## src/rtl/mem_port_arbiter.sv

```systemverilog
// Round-robin arbiter sharing one data-memory port between instruction fetch
// and the load/store stage; aligns stores to byte strobes and loads to lane 0.
module mem_port_arbiter #(
  parameter int TIMEOUT = 64,
  parameter int CNT_W   = 7
) (
  input  logic        clk,
  input  logic        rst,

  input  logic        if_req,
  input  logic [31:0] if_addr,
  output logic        if_gnt,
  output logic        if_rvalid,
  output logic [31:0] if_rdata,
  output logic        if_err,

  input  logic        d_req,
  input  logic        d_we,
  input  logic [31:0] d_addr,
  input  logic [1:0]  d_size,
  input  logic [31:0] d_wdata,
  output logic        d_gnt,
  output logic        d_rvalid,
  output logic [31:0] d_rdata,
  output logic        d_err,

  output logic        mem_req,
  output logic        mem_we,
  output logic [31:0] mem_addr,
  output logic [3:0]  mem_wstrb,
  output logic [31:0] mem_wdata,
  input  logic        mem_gnt,
  input  logic        mem_rvalid,
  input  logic [31:0] mem_rdata
);

  localparam logic [1:0] S_IDLE  = 2'd0;
  localparam logic [1:0] S_ISSUE = 2'd1;
  localparam logic [1:0] S_WAIT  = 2'd2;
  localparam logic [1:0] S_RESP  = 2'd3;

  localparam logic PORT_IF = 1'b0;
  localparam logic PORT_D  = 1'b1;

  localparam logic [CNT_W-1:0] CNT_LAST = CNT_W'(TIMEOUT - 1);

  logic [1:0]       state;
  logic             last_grant;
  logic             owner;
  logic             cap_we;
  logic [31:0]      cap_addr;
  logic [1:0]       cap_size;
  logic [31:0]      cap_wdata;
  logic [31:0]      resp_rdata;
  logic             resp_err;
  logic [CNT_W-1:0] cnt;

  logic             grant_if;
  logic             grant_d;
  logic             misaligned;
  logic             expired;
  logic [3:0]       strobe;
  logic [31:0]      load_shifted;
  logic [31:0]      load_data;

  // Grants are only offered from IDLE; on a conflict the port that did not
  // win last time goes first.
  always_comb begin
    // NOTE: every combinational output gets a default first so no path can infer a latch.
    grant_if = 1'b0;
    grant_d  = 1'b0;
    if (state == S_IDLE && !rst) begin
      if (if_req && d_req) begin
        grant_d  = (last_grant == PORT_IF);
        grant_if = !grant_d;
      end else begin
        grant_if = if_req;
        grant_d  = d_req;
      end
    end
  end

  assign if_gnt = grant_if;
  assign d_gnt  = grant_d;

  // Alignment of the request being granted; fetches are always word reads.
  always_comb begin
    misaligned = 1'b0;
    if (grant_d) begin
      case (d_size)
        2'd0:    misaligned = 1'b0;
        2'd1:    misaligned = d_addr[0];
        2'd2:    misaligned = |d_addr[1:0];
        default: misaligned = 1'b1;
      endcase
    end else begin
      misaligned = |if_addr[1:0];
    end
  end

  // A late mem_gnt can push the count past the last value, so compare with >=.
  assign expired = (cnt >= CNT_LAST);

  assign load_shifted = mem_rdata >> {cap_addr[1:0], 3'b000};

  always_comb begin
    load_data = load_shifted;
    strobe    = 4'b1111;
    case (cap_size)
      2'd0: begin
        load_data = {24'h0, load_shifted[7:0]};
        strobe    = 4'b0001 << cap_addr[1:0];
      end
      2'd1: begin
        load_data = {16'h0, load_shifted[15:0]};
        strobe    = 4'b0011 << cap_addr[1:0];
      end
      default: begin
        load_data = load_shifted;
        strobe    = 4'b1111;
      end
    endcase
  end

  always_ff @(posedge clk) begin
    // NOTE: sequential state uses non-blocking assignments so every flop samples pre-edge values.
    if (rst) begin
      state      <= S_IDLE;
      last_grant <= PORT_IF;
      owner      <= PORT_IF;
      cap_we     <= 1'b0;
      cap_addr   <= '0;
      cap_size   <= '0;
      cap_wdata  <= '0;
      resp_rdata <= '0;
      resp_err   <= 1'b0;
      cnt        <= '0;
    end else begin
      case (state)
        S_IDLE: begin
          if (grant_if || grant_d) begin
            owner      <= grant_d;
            last_grant <= grant_d;
            cap_we     <= grant_d & d_we;
            cap_addr   <= grant_d ? d_addr  : if_addr;
            cap_size   <= grant_d ? d_size  : 2'd2;
            cap_wdata  <= grant_d ? d_wdata : 32'h0;
            cnt        <= '0;
            if (misaligned) begin
              state      <= S_RESP;
              resp_err   <= 1'b1;
              resp_rdata <= '0;
            end else begin
              state <= S_ISSUE;
            end
          end
        end
        S_ISSUE: begin
          cnt <= cnt + CNT_W'(1);
          if (mem_gnt) begin
            state <= S_WAIT;
          end else if (expired) begin
            state      <= S_RESP;
            resp_err   <= 1'b1;
            resp_rdata <= '0;
          end
        end
        S_WAIT: begin
          cnt <= cnt + CNT_W'(1);
          // A response arriving on the expiry cycle still counts as good.
          if (mem_rvalid) begin
            state      <= S_RESP;
            resp_err   <= 1'b0;
            resp_rdata <= cap_we ? 32'h0 : load_data;
          end else if (expired) begin
            state      <= S_RESP;
            resp_err   <= 1'b1;
            resp_rdata <= '0;
          end
        end
        default: begin
          state <= S_IDLE;
        end
      endcase
    end
  end

  assign mem_req   = (state == S_ISSUE);
  assign mem_we    = mem_req & cap_we;
  assign mem_addr  = mem_req ? {cap_addr[31:2], 2'b00} : 32'h0;
  assign mem_wstrb = mem_req ? strobe : 4'h0;
  assign mem_wdata = mem_req ? (cap_wdata << {cap_addr[1:0], 3'b000}) : 32'h0;

  assign if_rvalid = (state == S_RESP) && (owner == PORT_IF);
  assign d_rvalid  = (state == S_RESP) && (owner == PORT_D);
  assign if_rdata  = if_rvalid ? resp_rdata : 32'h0;
  assign d_rdata   = d_rvalid  ? resp_rdata : 32'h0;
  assign if_err    = if_rvalid & resp_err;
  assign d_err     = d_rvalid  & resp_err;

endmodule

```

## config.mk

```make
export PLATFORM = sky130hd
export DESIGN_NAME = mem_port_arbiter
export DESIGN_NICKNAME = d
export VERILOG_FILES = /design/src/rtl/mem_port_arbiter.sv
export SDC_FILE = /design/constraint.sdc
export NUM_CORES = 1
export LEC_CHECK = 0
export BUFFER_PORTS_ARGS = -buffer_cell sky130_fd_sc_hd__buf_2
export CORE_MARGIN = 3
export CORE_UTILIZATION = 30
export DETAILED_ROUTE_END_ITERATION = 10
export PLACE_DENSITY = 0.68
export SKIP_LAST_GASP = 1
export SYNTH_ARGS = -nofsm -noshare
export SYNTH_HDL_FRONTEND = slang
export SYNTH_SLANG_ARGS = --single-unit
```

## constraint.sdc

```tcl
create_clock -name clk -period 2.2 [get_ports clk]
set_input_delay 0.55 -clock clk [delete_from_list [all_inputs] [get_ports clk]]
set_output_delay 0.55 -clock clk [all_outputs]
set_load 0.05 [all_outputs]
```

# Yosys cells after proc, flatten, opt, wreduce, memory -nomap -nowiden
# Index checks and enable logic that the tools add are counted.
# classes
addsub	1
n_lt_le_gt_ge	1
eq_ne	9
shift	4
n_mux	37
bitwise	5
reduce_logical	17
# ops
cell	count
$mux 32	12
$pmux 32 s3	1
$pmux 32 s2	1
$shl 32x5->32	1
$shr 32x5->32	1
$pmux 7 s2	1
$mux 2	6
$mux 1	10
$pmux 4 s2	1
$add 7x1->7 const B	1
$ge 7x6->1 const B	1
$mux 7	1
$eq 2x1->1 const B	3
$eq 2x2->1 const B	3
$logic_not 2->1	3
$pmux 1 s3	2
$pmux 2 s3	1
$reduce_or 2->1	3
$and 1x1->1	4
$logic_and 1x1->1	4
$mux 4	1
$ne 2x2->1 const B	2
$reduce_and 2->1	2
$reduce_and 4->1	1
other kinds (8)	8
# totals
ff_bits	110
input_bits	137
out_inout_bits	140
wordCells	83

# Depth between registers and ports, before layout
# Gate-level depths: netlist (run 1).
# depth
word_depth	7
mapped_depth	9
depth_no_buf	7

# Worst setup path after synthesis (run 1)
# OpenSTA, ideal clock, no wires.
# synth_path
path_type	register to output
startpoint	register state[1]
endpoint	output port mem_wstrb[2]
arrival_time_ns	2.624
required_time_ns	1.650
slack_ns	-0.974
stages_incl_launch_ff	6
n_path_buf	2
path_cell_list	dfxtp_1 inv_1 ha_1 clkbuf_1 clkbuf_1 a21boi_0
# synth_via
elab_chain_len	2
# synth_rtl
item	line	source
start: declaration	47	logic [1:0] state;
start signal: assignment	128	state <= S_IDLE;
start signal: assignment	150	state <= S_RESP;
start signal: assignment	154	state <= S_ISSUE;
$eq 2x1->1	188	assign mem_req = (state == S_ISSUE);
net mem_req	27	output logic mem_req,
$mux 4	191	assign mem_wstrb = mem_req ? strobe : 4'h0;
end: declaration	30	output logic [3:0] mem_wstrb,
# The timed path passes the listed nets, and every way through them passes these cells.

# Final worst setup path (run 1)
# layout_path
startpoint	register state[1]
endpoint	output port mem_wdata[4]
# layout_via
elab_chain_len	2
# layout_rtl
item	line	source
$eq 2x1->1	188	
$mux 32	192	assign mem_wdata = mem_req ? (cap_wdata << {cap_addr[1:0], 3'b000}) : 32'h0;
end: declaration	31	output logic [31:0] mem_wdata,
# No other way between the ends.

==> impl_results.md, run 1 <==
- CTS tree: yes
- Slew of the pin with the lowest slew margin: 0.7584 ns
- Hold Path Sink: cap_wdata[30]$_SDFFE_PP0P_
- Yosys warnings: 0
- Final wirelength: 23.78 mm
- Hold depth: 3
- Final setup viols: 51
- Layout cells sized above 1: 48.76%
- Seq cells post-synth: 110
- CP Launch Type: flip-flop
- Antenna diodes: 0
- Vias: between 6000 and 7000
- Max transition margin: 49.44%
- Kind of end point of the critical path: output port
- Synthesized cell area: roughly 0.0061 mm^2
- DRC viols: 0
- Reg2Reg Depth: 9
- Comb pwr share: 49.6%
- Reg2Reg Setup Slack: 0 ns
- Detailed Place HPWL: around 15 mm
- CTS Buf Count: 9
- Register area share after synthesis: 36.30%
- GPL Wtd Cong: 0.8255
- Crit path arrival time: 1.72 ns
- Psw: 3259 uW
- Critical-path maximum fanout: 9
- CTS root buffer: clkbuf_16
- Vias in the first global route: 6481
- Largest net degree at the start of global routing: 68
- RR Endpoint: resp_rdata[21]$_SDFFE_PP0P_
- Core area: just under 0.02 mm^2
- Pleak: 0.004440 uW
- Status: finished with violations
- Pwr dens: 818.1 mW/mm^2
- Initial antenna violation count: 2
- Max-slew violation count: 0
- Cell count after synthesis: 722
- First-pass GRT wire length: 35.09 mm
- Clock-pin slew on the worst setup and hold paths: approximately 0.08 ns
- Clock Path Buffers: 2
- Required @ worst endpoint: 1.65 ns
- Die span in x: 148.2 um
- Clk pwr share: a little over a fifth
- Post-synth cell types: 50
- First-pass detailed-route iteration total: 7
- Unrepaired setup endpoints after global routing: true
- Crit Path Category: reg -> out
- Via-per-instance ratio: 5.296
- Switching Share: roughly 40%
- Seq pwr share: between 20 and 30%
- Internal Power: 4844 uW
- DR iter-0 viols: roughly 460
- Cell taking the most area after synthesis: dfxtp_1
- Synth Flop Type: dfxtp_1
- Hold Buf Count CTS: 0
- Final Cell Area: 0.009905 mm^2
- Final WS setup: -0.06890 ns
- Area grow syn2layout: 63.25%
- Placed Area: 0.008065 mm^2
- GR Overflow Total: 0
- Synth top area cells: dfxtp_1, and2_1, nor2_1
- WHS: 0.4407 ns
- Path category of the worst min-delay check: in -> reg
- IO Port Bufs: about 270
- Total die area: 0.02197 mm^2
- Highest clock rate: approximately 440 MHz
- Worst skew pair latency: about 0.36 ns
- Initial core utilization: 30.87%
- Reg-to-Reg Start: state[1]$_SDFFE_PP0N_
- Async S/R FF share, synth: 0%
- Failing checks: setup timing
- Ports: 277
- Setup TNS: -1.240 ns
- CTS sink cnt: 110
- Layout net count: 1143
- Hold Startpoint: d_wdata[30]
- Avg Inst Size Synth: 8.403 um^2
- Htree depth: 3
- Total power: 8103 uW
- Fin Clk Skew: 0.004750 ns
- GRT Total Usage: 19.78%
- EDFF count, synth: 0
- # rows: 51
- Min Tclk post-route: 2.269 ns
- List of most frequent post-synthesis cells: dfxtp_1, nor2_1, and2_1, clkbuf_1, and3_1
- Die Ht: 148.2 um
- Post-synth top area share: 36.30%
- Post-route ant nets: 0
- Fin crit share: 103.1%
- Hold Vio Cnt, Final: 0
- Max Cap Violations: 0
- Most common cell in the synthesized netlist: dfxtp_1
- Pre-CTS WS: -0.1070 ns
- Routed len/inst: 18.72 um
- Peak supply drop: 440.0 uV
-- worst max path at each step --
stage,endpoint,cells past startpoint,from,slack (ns)
after floorplan,mem_wstrb[2],6,cap_addr[0]$_SDFFE_PP0P_,-0.12
after global placement,resp_rdata[12]$_SDFFE_PP0P_,7,rst,-0.008
after detailed placement,resp_rdata[8]$_SDFFE_PP0P_,7,rst,-0.11
after CTS,mem_wstrb[3],6,state[1]$_SDFFE_PP0N_,-0.07
after global routing,if_gnt,6,state[0]$_SDFFE_PP0N_,-0.13
final,mem_wdata[4],8,state[1]$_SDFFE_PP0N_,-0.07
-- sequential cells by signal (all words and copies together), names as in the netlist --
signal      cells
cap_we          1
state           2
resp_err        1
cap_size        2
cap_wdata      32
cnt             7
owner           1
cap_addr       32
resp_rdata     32
-- cell usage in the layout, fill, tap and decap left out, types with 32 or more instances in the layout --
cell	instances
buf_2	141
dfxtp_1	105
nor2_1	80
and2_4	71
buf_8	71
buf_4	58
and3_1	35
a22oi_1	34
buf_6	34
a222oi_1	32
-- power groups by stage --
| stage | Sequential, uW | Combinational [uW] | Clock [uW] |
|---|---|---|---|
| 6_report | 2390 | 4020 | 1700 |
| 5_1_grt | 2410 | 4310 | 1800 |
| 4_1_cts | 2370 | 3570 | 1740 |
| 3_5_place_dp | 2390 | 3240 | 0 |
| 3_3_place_gp | 2390 | 3210 | 0 |
| 2_1_floorplan | 2340 | 2150 | 0 |
-- layout make-up --
| type | count | area (um^2) |
|---|---|---|
| flip-flops and latches | 110 | 2211 |
| repair buffers | 335 | 3020 |
| well taps | 265 | 331.6 |
| fillers | 1764 | 9749 |
| inverters | 15 | 56.30 |
| clock buffers | 10 | 229.0 |
| clock inverters | 6 | 68.82 |
| multi-input cells | 529 | 3988 |
-- routing by layer --
metal | track usage (%) | wire, um | vias to the layer above
met3 | 3.991 | 1703 | 45
met2 | 33.36 | 11640 | 287
li1 | - | - | 3156
met1 | 24.95 | 9739 | 3234
met5 | 0 | 23 | -
met4 | 7.621 | 669 | 4
-- through the flow --
stage | util, % | std cells
floorplan | - | 723
finish | 50.39 | 1270
global route | 50.39 | 1270
detailed placement | 41.04 | 1236
CTS | 47.30 | 1260
global placement | 41.04 | 1236
-- logic make-up (layout without fill, tap and decap cells) --
family | Yosys count | in the layout | share of synthesized area [%]
and+or+nand+nor | 287 | 287 | 24.77
xor gates and xnor gates | 5 | 5 | 0.7218
buffers and inverters | 84 | 366 | 5.754
DFF | 110 | 110 | 36.30
other | 1 | 2 | 0.06181
AOI/OAI and AO/OA | 189 | 189 | 24.40
muxes | 40 | 40 | 6.764
adders and majority gates | 6 | 6 | 1.237
-- critical path: stages (launching register included) --
cell,delay [ns]
dfxtp_2,0.33
inv_2,0.06
buf_6,0.10
ha_4,0.21
nand2b_4,0.09
nor2_4,0.12
buf_12,0.15
and2_4,0.16
buf_8,0.14
-- timing repair --
| action | in CTS | in global routing |
|---|---|---|
| gates resized for setup | 265 | 164 |
| setup buffers | 6 | 10 |
| pin swaps | 7 | 29 |
| cloned | 2 | 4 |
| endpoints found under the hold margin | 0 | 0 |
| endpoints found under the setup margin | 160 | 141 |
Note: power is estimated with default switching activity, not from simulation.
==> run 2, diff against run 1 <==
==> constraint.sdc (replaced) <==
create_clock -name clk -period 2.2 [get_ports clk]
set_input_delay 0.44 -clock clk [delete_from_list [all_inputs] [get_ports clk]]
set_output_delay 0.44 -clock clk [all_outputs]
set_load 0.05 [all_outputs]
==> impl_results.md, run 2 (synthesis gave the netlist of run 1 again) <==
- Status: completed
- Seq pwr share: 31.4% (+1.9 points)
- Ports: 277 (unchanged)
- Max transition margin: 58.21% (+8.8 points)
- Layout cells sized above 1: 42.50% (-6.3 points)
- CTS sink cnt: 110 (unchanged)
- CTS root buffer: clkbuf_16
- Commonest non-fill, non-tap cell in the layout: buf_2
- Largest net degree at the start of global routing: 71 (+4.4%)
- Min Tclk post-route: 2.168 ns (-0.1011 ns)
- Layout net count: 1131 (-1.0%)
- Worst skew pair latency: 0.36 ns (about the same)
- Fillers: 1925 (+9.1%)
- Unrepaired setup endpoints after global routing: true
- First-pass detailed-route iteration total: 8 (+1)
- Core area: 0.01965 mm^2 (unchanged)
- Pwr dens: 842.3 mW/mm^2 (+3.0%)
- GRT Total Usage: 18.37% (-1.4 points)
- Post-route ant nets: 0 (unchanged)
- Slew of the pin with the lowest slew margin: 0.6269 ns (-0.1315 ns)
- # rows: 51 (unchanged)
- Placed Area: 0.007946 mm^2 (-1.5%)
- Vias: 6472 (-3.8%)
- Setup TNS: 0 ns (+1.240 ns)
- Final setup viols: 0 (-100%)
- Max-slew violation count: 0 (unchanged)
- Internal Power: 4394 uW (-9.3%)
- Fin Clk Skew: 0.01224 ns (+0.007495 ns)
- Crit Path Category: reg -> out
- Switching Share: 41.30% (+1.1 points)
- Peak supply drop: 539.9 uV (+23%)
- Crit path arrival time: 1.73 ns (about the same)
- Path category of the worst min-delay check: in -> reg
- Kind of end point of the critical path: output port
- Htree depth: 3 (unchanged)
- IO Port Bufs: 274 (unchanged)
- Commonest non-fill, non-tap cells in the layout: buf_2, dfxtp_1, nor2_1, and2_1, buf_4
- Highest clock rate: 461.3 MHz (+4.7%)
- Initial antenna violation count: 1 (-1)
- Die Ht: 148.2 um (unchanged)
- Max Cap Violations: 0 (unchanged)
- Delay-heaviest family, CP: buffers and inverters
- Final Cell Area: 0.008886 mm^2 (-10%)
- Crit-path max cell delay: 0.35 ns (+0.02 ns)
- Routed len/inst: 17.73 um (-5.3%)
- DRC viols: 0 (unchanged)
- Fin crit share: 98.53% (-4.6 points)
- Total die area: 0.02197 mm^2 (unchanged)
- GR Overflow Total: 0 (unchanged)
- Die span in x: 148.2 um (unchanged)
- Slowest cell on the critical path: dfxtp_2
- Comb pwr share: 46.3% (-3.3 points)
- Clock Path Buffers: 2 (unchanged)
- Vias in the first global route: 6025 (-7.0%)
- CP Buf/Inv Count: 4 (unchanged)
- CTS tree: yes
- Area grow syn2layout: 46.46%
- Pleak: 0.004143 uW (-6.7%)
- Final wirelength: 22.30 mm (-6.2%)
- Critical-path maximum fanout: 6 (-3)
- Detailed Place HPWL: 15.33 mm (-0.83%)
- Psw: 3091 uW (-5.1%)
- CTS Buf Count: 9 (unchanged)
- DR iter-0 viols: 528 (+15%)
- Hold Vio Cnt, Final: 0 (unchanged)
- CP Launch Type: flip-flop
- Clock-pin slew on the worst setup and hold paths: 0.08 ns (about the same)
- Via-per-instance ratio: 5.145 (-2.9%)
- First-pass GRT wire length: 32.63 mm (-7.0%)
- Clk pwr share: 22.2% (+1.3 points)
- Antenna diodes: 0 (unchanged)
- Required @ worst endpoint: 1.76 ns (+0.11 ns)
- Initial core utilization: 30.87% (unchanged)
- GPL Wtd Cong: 0.8189 (-0.80%)
- CP dominant cell by count: buf_6
- Critical-path cell list: buf_6, ha_4, nor2b_4, buf_6, clkbuf_16, and2_1, buf_4
- Largest registers: cap_addr x32, cap_wdata x32, resp_rdata x32
[run 2: cell count changes in the layout (fill, tap and decap cells not counted), moves of 5 or more]
cell	change
o21ai_0	+5
nor2_2	+8
nor2_4	-8
mux2_4	-6
and2_4	-57
and2_1	+46
buf_4	-14
buf_8	-61
buf_2	+65
clkbuf_4	-5
and2_2	+11
buf_6	+8
buf_12	-5
mux2_2	+6
[run 2: metrics by stage]
step / hold WS [ns] / instances / utilization, % / power (uW) / setup slack [ns]
floorplan: 0.4521 / 723 / - / 4448 / -0.02966
global placement: 0.4693 / 1230 / 40.43 / 5455 / 0.1057
detailed placement: 0.4792 / 1230 / 40.43 / 5502 / -0.004611
CTS: 0.3132 / 1249 / 43.07 / 7298 / -0.06093
global route: 0.3261 / 1258 / 45.21 / 7915 / -0.04648
finish: 0.3291 / 1258 / 45.21 / 7485 / 0.03225
[run 2: layout make-up]
| type | instances | area [um^2] | area share [%] |
|---|---|---|---|
| multi-input combinational | 529 | 3709 | 41.73 |
| tap | 265 | 331.6 | 3.731 |
| sequential | 110 | 2210 | 24.87 |
| timing repair buffer | 323 | 2277 | 25.63 |
| clock buffer | 9 | 225.2 | 2.534 |
| clock inverter | 7 | 77.57 | 0.8730 |
| inverter | 15 | 56.30 | 0.6336 |
[run 2: timing repair]
item | CTS | global route
hold buffers | 0 | 0
resized for setup | 64 | 91
gates cloned | 0 | 4
pin swaps | 1 | 1
setup endpoints to repair | 100 | 143
setup buffers | 3 | 5
[run 2: power groups by stage]
stage | sequential (uW) | combinational [uW] | clock (uW)
2_1_floorplan | 2340 | 2100 | 0
3_3_place_gp | 2390 | 3070 | 0
3_5_place_dp | 2390 | 3110 | 0
4_1_cts | 2340 | 3240 | 1720
5_1_grt | 2380 | 3740 | 1790
6_report | 2350 | 3470 | 1670
[run 2: worst paths after layout]
kind         slack (ns)                      start                           to  cells past startpoint
max reg2reg        0.08      state[0]$_SDFFE_PP0N_  resp_rdata[17]$_SDFFE_PP0P_                      8
max                0.03      state[1]$_SDFFE_PP0N_                 if_rdata[20]                      7
min reg2reg        0.50  cap_addr[21]$_SDFFE_PP0P_    cap_addr[21]$_SDFFE_PP0P_                      2
min                0.33                d_wdata[25]   cap_wdata[25]$_SDFFE_PP0P_                      3
[run 2: worst min-delay path: stages]
cell	delay (ns)
buf_2	0.07
a22oi_1	0.07
nor2_1	0.07
[run 2: per-layer routing]
metal / wire, um / vias to the layer above / part of all wire, % / track usage [%]
met5: 12 / - / 0.054 / 0
met4: 478 / 2 / 2.1 / 6.420
met3: 1496 / 33 / 6.7 / 3.626
met2: 10820 / 239 / 49 / 30.17
met1: 9494 / 3059 / 43 / 24.16
li1: - / 3139 / - / -
